File: config.mk
export PLATFORM = sky130hd
export DESIGN_NAME = pi_access_sequencer_flat
export DESIGN_NICKNAME = d
export VERILOG_FILES = /design/src/rtl/pistorm_pkg.sv /design/src/rtl/pi_access_sequencer_if.sv /design/src/rtl/pi_lane_map.sv /design/src/rtl/pi_access_sequencer.sv /design/src/flat_wrapper.sv
export SDC_FILE = /design/constraint.sdc
export NUM_CORES = 1
export LEC_CHECK = 0
export BUFFER_PORTS_ARGS = -buffer_cell sky130_fd_sc_hd__buf_4
export CAP_MARGIN = 20
export CORE_MARGIN = 4
export CORE_UTILIZATION = 57
export CTS_BUF_LIST = sky130_fd_sc_hd__clkbuf_8
export DETAILED_ROUTE_END_ITERATION = 16
export PLACE_DENSITY = 0.89
export SLEW_MARGIN = 5
export SYNTH_ARGS = -nofsm -noshare
export SYNTH_HDL_FRONTEND = slang
export SYNTH_HIERARCHICAL = 1
export SYNTH_SLANG_ARGS = --single-unit
File: constraint.sdc
create_clock -name sys_clk -period 6.6 [get_ports sys_clk]
set_clock_uncertainty 0.2 [all_clocks]
set_input_delay 1.32 -clock sys_clk [delete_from_list [all_inputs] [get_ports sys_clk]]
set_output_delay 1.32 -clock sys_clk [all_outputs]
set_load 0.005 [all_outputs]
File: src/rtl/pistorm_pkg.sv
// Shared encodings for the Pi-side access sequencer: transfer sizes, completion status, FSM states.
package pistorm_pkg;

  typedef enum logic [1:0] {
    SZ_BYTE = 2'd0,
    SZ_WORD = 2'd1,
    SZ_LONG = 2'd2,
    SZ_RSVD = 2'd3
  } size_e;

  typedef enum logic [1:0] {
    ST_OK      = 2'd0,
    ST_BERR    = 2'd1,
    ST_ADDR    = 2'd2,
    ST_TIMEOUT = 2'd3
  } status_e;

  typedef enum logic [2:0] {
    IDLE  = 3'd0,
    CYC1  = 3'd1,
    WAIT1 = 3'd2,
    CYC2  = 3'd3,
    WAIT2 = 3'd4,
    DONE  = 3'd5
  } state_e;

  // Words and longs must be even-aligned on a 16-bit bus; size 3 is never legal.
  function automatic logic addr_fault(input size_e size, input logic a0);
    return (size == SZ_RSVD) || ((size != SZ_BYTE) && a0);
  endfunction

endpackage

File: src/rtl/pi_access_sequencer_if.sv
// Pi request/response and 16-bit bus-cycle signals; master is the sequencer, slave is the Pi host plus bus engine.
interface pi_access_sequencer_if;
  logic        req_valid;
  logic        req_ready;
  logic [23:0] req_addr;
  logic [1:0]  req_size;
  logic        req_read;
  logic [2:0]  req_fc;
  logic [31:0] req_wdata;

  logic        rsp_done;
  logic [31:0] rsp_rdata;
  logic [1:0]  rsp_status;

  logic        cyc_valid;
  logic        cyc_ready;
  logic [22:0] cyc_addr;
  logic        cyc_uds;
  logic        cyc_lds;
  logic        cyc_read;
  logic [2:0]  cyc_fc;
  logic [15:0] cyc_wdata;
  logic        cyc_done;
  logic        cyc_berr;
  logic [15:0] cyc_rdata;
  logic        cyc_abort;

  modport master (
    input  req_valid, req_addr, req_size, req_read, req_fc, req_wdata,
    output req_ready, rsp_done, rsp_rdata, rsp_status,
    output cyc_valid, cyc_addr, cyc_uds, cyc_lds, cyc_read, cyc_fc, cyc_wdata, cyc_abort,
    input  cyc_ready, cyc_done, cyc_berr, cyc_rdata
  );

  modport slave (
    output req_valid, req_addr, req_size, req_read, req_fc, req_wdata,
    input  req_ready, rsp_done, rsp_rdata, rsp_status,
    input  cyc_valid, cyc_addr, cyc_uds, cyc_lds, cyc_read, cyc_fc, cyc_wdata, cyc_abort,
    output cyc_ready, cyc_done, cyc_berr, cyc_rdata
  );
endinterface

File: src/rtl/pi_lane_map.sv
// Combinational lane steering: strobes and write lanes for the cycle being issued,
// and placement of returned bus data into the 32-bit right-justified result.
module pi_lane_map
  import pistorm_pkg::*;
(
  input  size_e       size,
  input  logic        addr0,
  input  logic        wr_phase,
  input  logic        rd_phase,
  input  logic [31:0] wdata,
  input  logic [15:0] rdata,
  input  logic [31:0] rdata_prev,
  output logic        uds,
  output logic        lds,
  output logic [15:0] lane_wdata,
  output logic [31:0] rdata_next
);

  always_comb begin
    uds        = 1'b0;
    lds        = 1'b0;
    lane_wdata = '0;
    rdata_next = rdata_prev;
    case (size)
      SZ_BYTE: begin
        // Even byte rides the upper lane; writes drive both lanes so either works.
        uds        = ~addr0;
        lds        = addr0;
        lane_wdata = {2{wdata[7:0]}};
        rdata_next = {24'd0, (addr0 ? rdata[7:0] : rdata[15:8])};
      end
      SZ_WORD: begin
        uds        = 1'b1;
        lds        = 1'b1;
        lane_wdata = wdata[15:0];
        rdata_next = {16'd0, rdata};
      end
      SZ_LONG: begin
        uds        = 1'b1;
        lds        = 1'b1;
        lane_wdata = wr_phase ? wdata[15:0] : wdata[31:16];
        rdata_next = rd_phase ? {rdata_prev[31:16], rdata} : {rdata, rdata_prev[15:0]};
      end
      default: ;
    endcase
  end

endmodule

File: src/rtl/pi_access_sequencer.sv
// Splits Pi byte/word/long accesses into one or two 16-bit bus cycles with alignment,
// bus-error and timeout handling; all outputs registered.
module pi_access_sequencer
  import pistorm_pkg::*;
#(
  parameter int unsigned TIMEOUT_CYCLES = 4096
) (
  input  logic                   sys_clk,
  input  logic                   reset,
  pi_access_sequencer_if.master  bus
);

  localparam logic [15:0] TO_LAST = 16'(TIMEOUT_CYCLES - 1);

  state_e      state;
  size_e       size_q;
  logic        read_q;
  logic [23:0] addr_q;
  logic [31:0] wdata_q;
  logic [15:0] wait_cnt;

  size_e       lm_size;
  logic        lm_a0;
  logic [31:0] lm_wdata;
  logic        lm_uds;
  logic        lm_lds;
  logic [15:0] lm_lane_wdata;
  logic [31:0] lm_rdata_next;

  // In IDLE the map looks at the live request so the first cycle can issue on the accept edge.
  assign lm_size  = (state == IDLE) ? size_e'(bus.req_size) : size_q;
  assign lm_a0    = (state == IDLE) ? bus.req_addr[0]      : addr_q[0];
  assign lm_wdata = (state == IDLE) ? bus.req_wdata        : wdata_q;

  pi_lane_map u_lane_map (
    .size       (lm_size),
    .addr0      (lm_a0),
    .wr_phase   (state != IDLE),
    .rd_phase   (state == WAIT2),
    .wdata      (lm_wdata),
    .rdata      (bus.cyc_rdata),
    .rdata_prev (bus.rsp_rdata),
    .uds        (lm_uds),
    .lds        (lm_lds),
    .lane_wdata (lm_lane_wdata),
    .rdata_next (lm_rdata_next)
  );

  always_ff @(posedge sys_clk or posedge reset) begin
    if (reset) begin
      state          <= IDLE;
      size_q         <= SZ_BYTE;
      read_q         <= 1'b0;
      addr_q         <= '0;
      wdata_q        <= '0;
      wait_cnt       <= '0;
      bus.req_ready  <= 1'b1;
      bus.rsp_done   <= 1'b0;
      bus.rsp_rdata  <= '0;
      bus.rsp_status <= ST_OK;
      bus.cyc_valid  <= 1'b0;
      bus.cyc_addr   <= '0;
      bus.cyc_uds    <= 1'b0;
      bus.cyc_lds    <= 1'b0;
      bus.cyc_read   <= 1'b0;
      bus.cyc_fc     <= '0;
      bus.cyc_wdata  <= '0;
      bus.cyc_abort  <= 1'b0;
    end else begin
      bus.rsp_done  <= 1'b0;
      bus.cyc_abort <= 1'b0;
      case (state)
        IDLE: begin
          if (bus.req_valid) begin
            size_q        <= size_e'(bus.req_size);
            read_q        <= bus.req_read;
            addr_q        <= bus.req_addr;
            wdata_q       <= bus.req_wdata;
            bus.req_ready <= 1'b0;
            bus.rsp_rdata <= '0;
            if (addr_fault(size_e'(bus.req_size), bus.req_addr[0])) begin
              bus.rsp_status <= ST_ADDR;
              bus.rsp_done   <= 1'b1;
              state          <= DONE;
            end else begin
              bus.rsp_status <= ST_OK;
              bus.cyc_valid  <= 1'b1;
              bus.cyc_addr   <= bus.req_addr[23:1];
              bus.cyc_uds    <= lm_uds;
              bus.cyc_lds    <= lm_lds;
              bus.cyc_read   <= bus.req_read;
              bus.cyc_fc     <= bus.req_fc;
              bus.cyc_wdata  <= lm_lane_wdata;
              state          <= CYC1;
            end
          end
        end
        CYC1, CYC2: begin
          if (bus.cyc_ready) begin
            bus.cyc_valid <= 1'b0;
            wait_cnt      <= '0;
            state         <= (state == CYC1) ? WAIT1 : WAIT2;
          end
        end
        WAIT1, WAIT2: begin
          // A termination arriving on the timeout cycle still counts as a normal finish.
          if (bus.cyc_done) begin
            if (read_q && !bus.cyc_berr) bus.rsp_rdata <= lm_rdata_next;
            if (bus.cyc_berr) begin
              bus.rsp_status <= ST_BERR;
              bus.rsp_done   <= 1'b1;
              state          <= DONE;
            end else if (state == WAIT1 && size_q == SZ_LONG) begin
              // Long-aligned address means addr+2 is a plain word increment, wrapping at 24 bits.
              bus.cyc_valid <= 1'b1;
              bus.cyc_addr  <= addr_q[23:1] + 23'd1;
              bus.cyc_wdata <= lm_lane_wdata;
              state         <= CYC2;
            end else begin
              bus.rsp_done <= 1'b1;
              state        <= DONE;
            end
          end else if (wait_cnt == TO_LAST) begin
            bus.cyc_abort  <= 1'b1;
            bus.rsp_status <= ST_TIMEOUT;
            bus.rsp_done   <= 1'b1;
            state          <= DONE;
          end else begin
            wait_cnt <= wait_cnt + 16'd1;
          end
        end
        DONE: begin
          bus.req_ready <= 1'b1;
          state         <= IDLE;
        end
        default: state <= IDLE;
      endcase
    end
  end

endmodule

File: src/flat_wrapper.sv
// flat-port wrapper written by rule: the top's interface ports become plain ports
module pi_access_sequencer_flat import pistorm_pkg::*;
#(
  parameter int unsigned TIMEOUT_CYCLES = 4096
)
  (sys_clk, reset, bus_req_valid, bus_req_addr, bus_req_size, bus_req_read, bus_req_fc, bus_req_wdata, bus_req_ready, bus_rsp_done, bus_rsp_rdata, bus_rsp_status, bus_cyc_valid, bus_cyc_addr, bus_cyc_uds, bus_cyc_lds, bus_cyc_read, bus_cyc_fc, bus_cyc_wdata, bus_cyc_abort, bus_cyc_ready, bus_cyc_done, bus_cyc_berr, bus_cyc_rdata);
  pi_access_sequencer_if bus_i ();
  input  logic sys_clk;
  input  logic reset;
  input wire logic [$bits(bus_i.req_valid)-1:0] bus_req_valid;
  input wire logic [$bits(bus_i.req_addr)-1:0] bus_req_addr;
  input wire logic [$bits(bus_i.req_size)-1:0] bus_req_size;
  input wire logic [$bits(bus_i.req_read)-1:0] bus_req_read;
  input wire logic [$bits(bus_i.req_fc)-1:0] bus_req_fc;
  input wire logic [$bits(bus_i.req_wdata)-1:0] bus_req_wdata;
  output wire logic [$bits(bus_i.req_ready)-1:0] bus_req_ready;
  output wire logic [$bits(bus_i.rsp_done)-1:0] bus_rsp_done;
  output wire logic [$bits(bus_i.rsp_rdata)-1:0] bus_rsp_rdata;
  output wire logic [$bits(bus_i.rsp_status)-1:0] bus_rsp_status;
  output wire logic [$bits(bus_i.cyc_valid)-1:0] bus_cyc_valid;
  output wire logic [$bits(bus_i.cyc_addr)-1:0] bus_cyc_addr;
  output wire logic [$bits(bus_i.cyc_uds)-1:0] bus_cyc_uds;
  output wire logic [$bits(bus_i.cyc_lds)-1:0] bus_cyc_lds;
  output wire logic [$bits(bus_i.cyc_read)-1:0] bus_cyc_read;
  output wire logic [$bits(bus_i.cyc_fc)-1:0] bus_cyc_fc;
  output wire logic [$bits(bus_i.cyc_wdata)-1:0] bus_cyc_wdata;
  output wire logic [$bits(bus_i.cyc_abort)-1:0] bus_cyc_abort;
  input wire logic [$bits(bus_i.cyc_ready)-1:0] bus_cyc_ready;
  input wire logic [$bits(bus_i.cyc_done)-1:0] bus_cyc_done;
  input wire logic [$bits(bus_i.cyc_berr)-1:0] bus_cyc_berr;
  input wire logic [$bits(bus_i.cyc_rdata)-1:0] bus_cyc_rdata;
  assign bus_i.req_valid = bus_req_valid;
  assign bus_i.req_addr = bus_req_addr;
  assign bus_i.req_size = bus_req_size;
  assign bus_i.req_read = bus_req_read;
  assign bus_i.req_fc = bus_req_fc;
  assign bus_i.req_wdata = bus_req_wdata;
  assign bus_req_ready = bus_i.req_ready;
  assign bus_rsp_done = bus_i.rsp_done;
  assign bus_rsp_rdata = bus_i.rsp_rdata;
  assign bus_rsp_status = bus_i.rsp_status;
  assign bus_cyc_valid = bus_i.cyc_valid;
  assign bus_cyc_addr = bus_i.cyc_addr;
  assign bus_cyc_uds = bus_i.cyc_uds;
  assign bus_cyc_lds = bus_i.cyc_lds;
  assign bus_cyc_read = bus_i.cyc_read;
  assign bus_cyc_fc = bus_i.cyc_fc;
  assign bus_cyc_wdata = bus_i.cyc_wdata;
  assign bus_cyc_abort = bus_i.cyc_abort;
  assign bus_i.cyc_ready = bus_cyc_ready;
  assign bus_i.cyc_done = bus_cyc_done;
  assign bus_i.cyc_berr = bus_cyc_berr;
  assign bus_i.cyc_rdata = bus_cyc_rdata;
  pi_access_sequencer #(.TIMEOUT_CYCLES(TIMEOUT_CYCLES)) u_core (.sys_clk(sys_clk), .reset(reset), .bus(bus_i));
endmodule
After elaboration in Yosys (flattened, before gate mapping)
Cells that the tools add are included.

cells by class
  multiply operators = 0
  eq/ne operators = 24
  divide/modulo/power cells = 0
  multiplexer cells = 63
  add/subtract/negate cells = 2
  reduce and logical (&&, ||, !) cells = 26
  magnitude comparators = 0
  bitwise logic cells = 2
  shift operators = 0

operator list
  cell                                              number
  2-to-1 mux 32 bit                                 5
  2-to-1 mux 16 bit                                 9
  2-to-1 mux 23 bit                                 5
  one-hot mux 32 bit (3 select lines)               1
  one-hot mux 16 bit (2 select lines)               2
  one-hot mux 32 bit (2 select lines)               1
  one-hot mux 16 bit (3 select lines)               1
  one-hot mux 23 bit (2 select lines)               1
  2-to-1 mux 3 bit                                  8
  adder 23 x 1 -> 23 bit (second input constant)    1
  AND reduction 6 bit                               3
  adder 16 x 1 -> 16 bit (second input constant)    1
  == test 16 x 12 -> 1 bit (second input constant)  1
  2-to-1 mux 1 bit                                  16
  != test 2 bit (second input constant)             7
  2-to-1 mux 2 bit                                  6
  != test 3 bit (second input constant)             3
  one-hot mux 3 bit (3 select lines)                1
  2-to-1 mux 8 bit                                  1
  one-hot mux 1 bit (2 select lines)                4
  AND reduction 4 bit                               2
  nonzero test 2 bit                                4
  AND reduction 7 bit                               1
  == test 2 bit (second input constant)             3
  other kinds (19)                                  30

storage, ports and cells
  memories = 0
  bits in read-only memories = 0
  logic and storage cells = 136
  input port bits = 84
  flip-flop bits (word level) = 161
  memory bits (writable) = 0
  latch bits = 0

Logic depth before layout (Yosys ltp)
  depth after elaboration = 8
  gate-level depth with buffers = 14
  gate-level depth less buffers = 11

Cells and area by module
Netlist, hierarchy kept.

by module, submodules not included
  module               cells each  area each (µm²)  instances
  pi_access_sequencer  735         7,470.9          1
  pi_lane_map          126         965.9            1

Worst setup path after synthesis
OpenSTA, ideal clock, no wires.

  kind = register to register
  start point = register u_core.state[2]
  end point = register u_core.bus.rsp_rdata[21]
  period minus slack after synthesis = 2.987 ns
  cell stages (with the launch flop) = 14
  library setup time = 0.133 ns
  arrival time = 2.654 ns
  required time = 6.267 ns
  setup slack = 3.613 ns
  cells stage by stage = dfrtp_1 > buf_4 > nor3_2 > clkbuf_1 > nand2_1 > nand2_1 > inv_1 > ha_1 > buf_2 > a21o_1 > buf_2 > a22o_1 > nand2_1 > o21ai_0

on the way
  longest elaborated chain between the ends = 7
  elaborated cells on any way between the ends = 19
  classes of those cells = eq/ne: 9; mux: 5; reduce/logical: 5

RTL lines
  item                                     line                          source
  start, declared                          pi_access_sequencer.sv:15     state_e state;
  start signal, assigned                   pi_access_sequencer.sv:102    state <= (state == CYC1) ? WAIT1 : WAIT2;
  logical NOT 3 bit (*)                    pi_access_sequencer.sv:31     assign lm_size = (state == IDLE) ? size_e'(bus.req_size) : size_q;
  2-to-1 mux 2 bit (*)                     pi_access_sequencer.sv:31
  via u_core.lm_size[0]                    pi_access_sequencer.sv:22     size_e lm_size;
  == test 2 bit (tied with other cells)    pi_lane_map.sv:24             case (size)
  one-hot mux 32 bit (3 select lines) (*)  pi_lane_map.sv:24
  via u_core.lm_rdata_next[21]             pi_access_sequencer.sv:28     logic [31:0] lm_rdata_next;
  2-to-1 mux 32 bit (*)                    pi_access_sequencer.sv:108    if (read_q && !bus.cyc_berr) bus.rsp_rdata <= lm_rdata_next;
  2-to-1 mux 32 bit (*)                    pi_access_sequencer.sv:107    if (bus.cyc_done) begin
  one-hot mux 32 bit (2 select lines) (*)  pi_access_sequencer.sv:72     case (state)
  end signal, assigned                     pi_access_sequencer.sv:108
  end, declared                            pi_access_sequencer_if.sv:30  output req_ready, rsp_done, rsp_rdata, rsp_status,

The timed path passes the listed nets; every way through them passes the cells marked *. The select of a mux whose other input is x is not followed.
A chain may end at the register's enable or synchronous reset.

Final worst setup path
  start point = register u_core.state[0]
  end point = register u_core.bus.rsp_rdata[29]

Same word-level chain as after synthesis.

==> results.md <==
* Setup bufs post-CTS at 0
* Portion of synthesized cell area occupied by the leading cell type at 47.5%
* Type of element capturing the critical path: flop
* Post-layout net count at 1090
* Worst min-delay path class: flop to flop
* Number of resized instances in the post-cts repair step at 0
* Maximum level of the CTS H-tree at 4
* Residual DRC at 0
* Slew @ Worst Pin at 1.09 ns
* Number of port buffers at 166
* Cell type with the highest aggregate area in the netlist: dfrtp_1
* Max-slew violation total from the final report at 0
* Vert. Die Dim at 130 um
* Number of failing setup endpoints in the final timing report at 0
* Relative contribution of combinational cells to total power at 50.1%
* Status: finished, final reports clean
* Antenna diode count at 0
* Largest net degree at the start of global routing at 104
* Starting density of the core at 58.0%
* Hold-fix buffers at CTS at 0
* Kind of launch point of the worst setup path: flop
* Summed instance area of the synthesized netlist at 8440 sq um
* Number of synthesized register bits at 161
* Cell chosen for the clock root: clkbuf_8
* Area delta synth->final at 20.0%
* DR WL/cell at 18.0 um
* Classification of the worst setup path: flop to flop
* Post-synthesis net count at 952
* Clk_lat worst skew at 0.46 ns
* Largest driver fanout on the critical path at 37
* Hold violation total from the final report at 0
* Routed wire length at 21500 um
* Reported max-cap violation count at 0
* Layout Cell Area excl Fill at 10100 sq um
* Share of power burned in the clock network at 14.4%
* Global-route wire length before repair at 34200 um
* GRT overflow at 0
* Max Root-Sink Buffers at 2
* Share of layout cells above drive strength 1 at 32.3%
* Required arrival time at the worst endpoint at 6.78 ns
* Total placed instance area at 9750 sq um
* Setup slack after placement at 2.43 ns
* Global placer's final weighted congestion at 0.851
* Proportion of synthesized flip-flops having asynchronous set or reset at 100%
* # IOs at 167
* Most used flip-flop cell after synthesis: dfrtp_1
* Vias per inst at 6.01
* Sequential share of power at 35.5%
* Drt initial violations at 854
* Placeable core region at 14500 sq um
* Worst setup slack after layout at 2.29 ns
* DRT Pass-1 Iters at 5
* Antenna violations before repair at 0
* Number of cells produced by synthesis at 861
* Vias in the first global route at 6799
* Worst-case vdd ir drop at 269 uV
* Cell with the most instances after synthesis: nand2_1
* Antenna violation net count after detailed routing at 0
* GRT Overall Usage at 25.7%
* Sw power at 1.94 mW
* Clk sinks at 161
* Achievable Freq at 232 MHz
* Worst Hold Slack at 0.280 ns
* Final worst path period need at 4.31 ns
* Cell row count at 44
* Clock transition at path regs at 0.08 ns
* Commonest cells in the synthesized netlist: nand2_1, dfrtp_1, mux2_2
* Total clock buffers created by CTS at 17
* Total power density per cell area at 476 nW/um^2
* Floorplan die width at 130 um
* Post-synthesis cell type count at 50
* Internal power component at 2.89 mW
* Number of synthesized flops with an enable pin at 0
* Number of warnings printed during yosys synthesis at 6
* Floorplan die area at 16800 sq um
* Post-synthesis area per instance at 9.80 sq um
* Most area-consuming cells after synthesis: dfrtp_1, mux2_2, nand2_1
* Accumulated negative setup slack at 0 ns
* Standby leakage power at 4.59 nW
* CP arrival at 4.48 ns
* Post-route fraction of the period consumed by the critical path at 65.2%
* TritonCTS clock tree: yes
* Remaining max-slew budget at the tightest pin at 27.3%
* RSZ-0062 raised after global routing: no
* Share of synthesized area occupied by flip-flops and latches at 47.8%
* HPWL reported at the end of detailed placement at 14900 um
* Vias at 7180
* Switching Fraction at 40.1%
==> cells by family after synthesis <==
logic type / Yosys count / share of synthesized area (%)
AND/OR/NAND/NOR: 309 / 15.9
AO/OA/AOI/OAI: 178 / 13.7
flip-flops: 161 / 47.8
multiplexers: 116 / 15.5
buffers and inverters: 66 / 3.62
XOR/XNOR: 23 / 2.39
adder cells (fa/ha/maj): 8 / 1.16
==> layout make-up <==
class | instances | area (sq um)
Fill cell | 1121 | 4410
Timing Repair Buffer | 174 | 1300
Inverter | 11 | 46.3
Sequential cell | 161 | 4030
Multi-Input combinational cell | 634 | 4150
Tap cell | 184 | 230
Clock buffer | 18 | 248
Clock inverter | 13 | 121
==> worst paths after layout <==
| check | startpoint | to | slack [ns] | depth (start not counted) |
|---|---|---|---|---|
| setup / recovery | u_core/state[0] | u_core/bus.rsp_rdata[29] | 2.29 | 12 |
| hold / removal | u_core/bus.cyc_wdata[15] | u_core/bus.cyc_wdata[15] | 0.28 | 2 |
| setup reg to reg | u_core/state[0] | u_core/bus.rsp_rdata[29] | 2.29 | 12 |
| hold reg to reg | u_core/bus.cyc_wdata[15] | u_core/bus.cyc_wdata[15] | 0.28 | 2 |
| max in group asynchronous | reset | u_core/wdata_q[19] | 4.01 | 3 |
| min in group asynchronous | reset | u_core/bus.cyc_addr[18] | 0.82 | 2 |
==> power groups by stage <==
stage,Sequential [mW],Combinational [mW],Clock [mW]
6_report,1.71,2.42,0.694
5_1_grt,1.76,2.64,0.750
2_1_floorplan,1.64,1.72,0
3_3_place_gp,1.69,2.31,0
3_5_place_dp,1.71,2.39,0
4_1_cts,1.70,2.40,0.707
==> worst max-delay path, stage by stage, from the launching register on <==
cell	delay [ns]
dfrtp_1	0.57
nor3_4	0.22
buf_4	0.41
inv_1	0.47
nand2_1	0.21
nand2_1	0.11
inv_1	0.11
ha_1	0.41
nand2b_1	0.13
nor2_1	0.83
a22o_1	0.26
nand2_1	0.07
o21ai_0	0.19
==> through the flow <==
| stage | instances | total power [mW] | utilization (%) |
|---|---|---|---|
| after global placement | 1163 | 4.00 | 67.1 |
| after floorplan | 861 | 3.36 | - |
| after CTS | 1194 | 4.81 | 69.6 |
| after detailed placement | 1163 | 4.10 | 67.1 |
| final | 1195 | 4.82 | 69.7 |
| after global routing | 1195 | 5.15 | 69.7 |
==> state kept, by name, summed over array words and instances, names as in the netlist, 2 cells and up <==
signal,cells
u_core/bus.rsp_rdata,32
u_core/wdata_q,32
u_core/addr_q,24
u_core/bus.cyc_addr,23
u_core/bus.cyc_wdata,16
u_core/wait_cnt,16
u_core/bus.cyc_fc,3
u_core/state,3
u_core/bus.rsp_status,2
u_core/size_q,2
==> layout by cell type (no fill, tap or decap), types with 2 or more instances in the layout <==
cell type   instances
buf_4             173
nand2_1           163
dfrtp_1           160
mux2_2            111
o21ai_0            79
nor2_1             68
a22o_1             25
a21oi_1            21
nand3_1            19
clkbuf_8           18
xor2_1             16
inv_1              12
nand4_1            11
nor3_1             10
and2_1             10
a221o_1             8
a222oi_1            8
a22oi_1             8
xnor2_1             7
ha_1                7
clkinv_2            6
o22ai_1             6
nor4_1              6
a31oi_1             5
o211ai_1            4
and3_1              4
o31ai_1             4
mux2i_1             4
o41ai_1             3
nand2b_1            3
bufinv_16           2
clkinvlp_4          2
inv_6               2
nor3b_1             2
o21a_1              2
or2_2               2
or4_4               2
nand3b_1            2
==> layer usage <==
metal | vias up | GRT usage [%] | routed length, um
met4 | 0 | 9.60 | 518
met3 | 50 | 6.27 | 1760
met2 | 335 | 40.7 | 10400
met5 | - | 0 | 0
li1 | 3316 | - | -
met1 | 3479 | 34.5 | 8830
No activity file was read; power rests on OpenSTA's default activity.
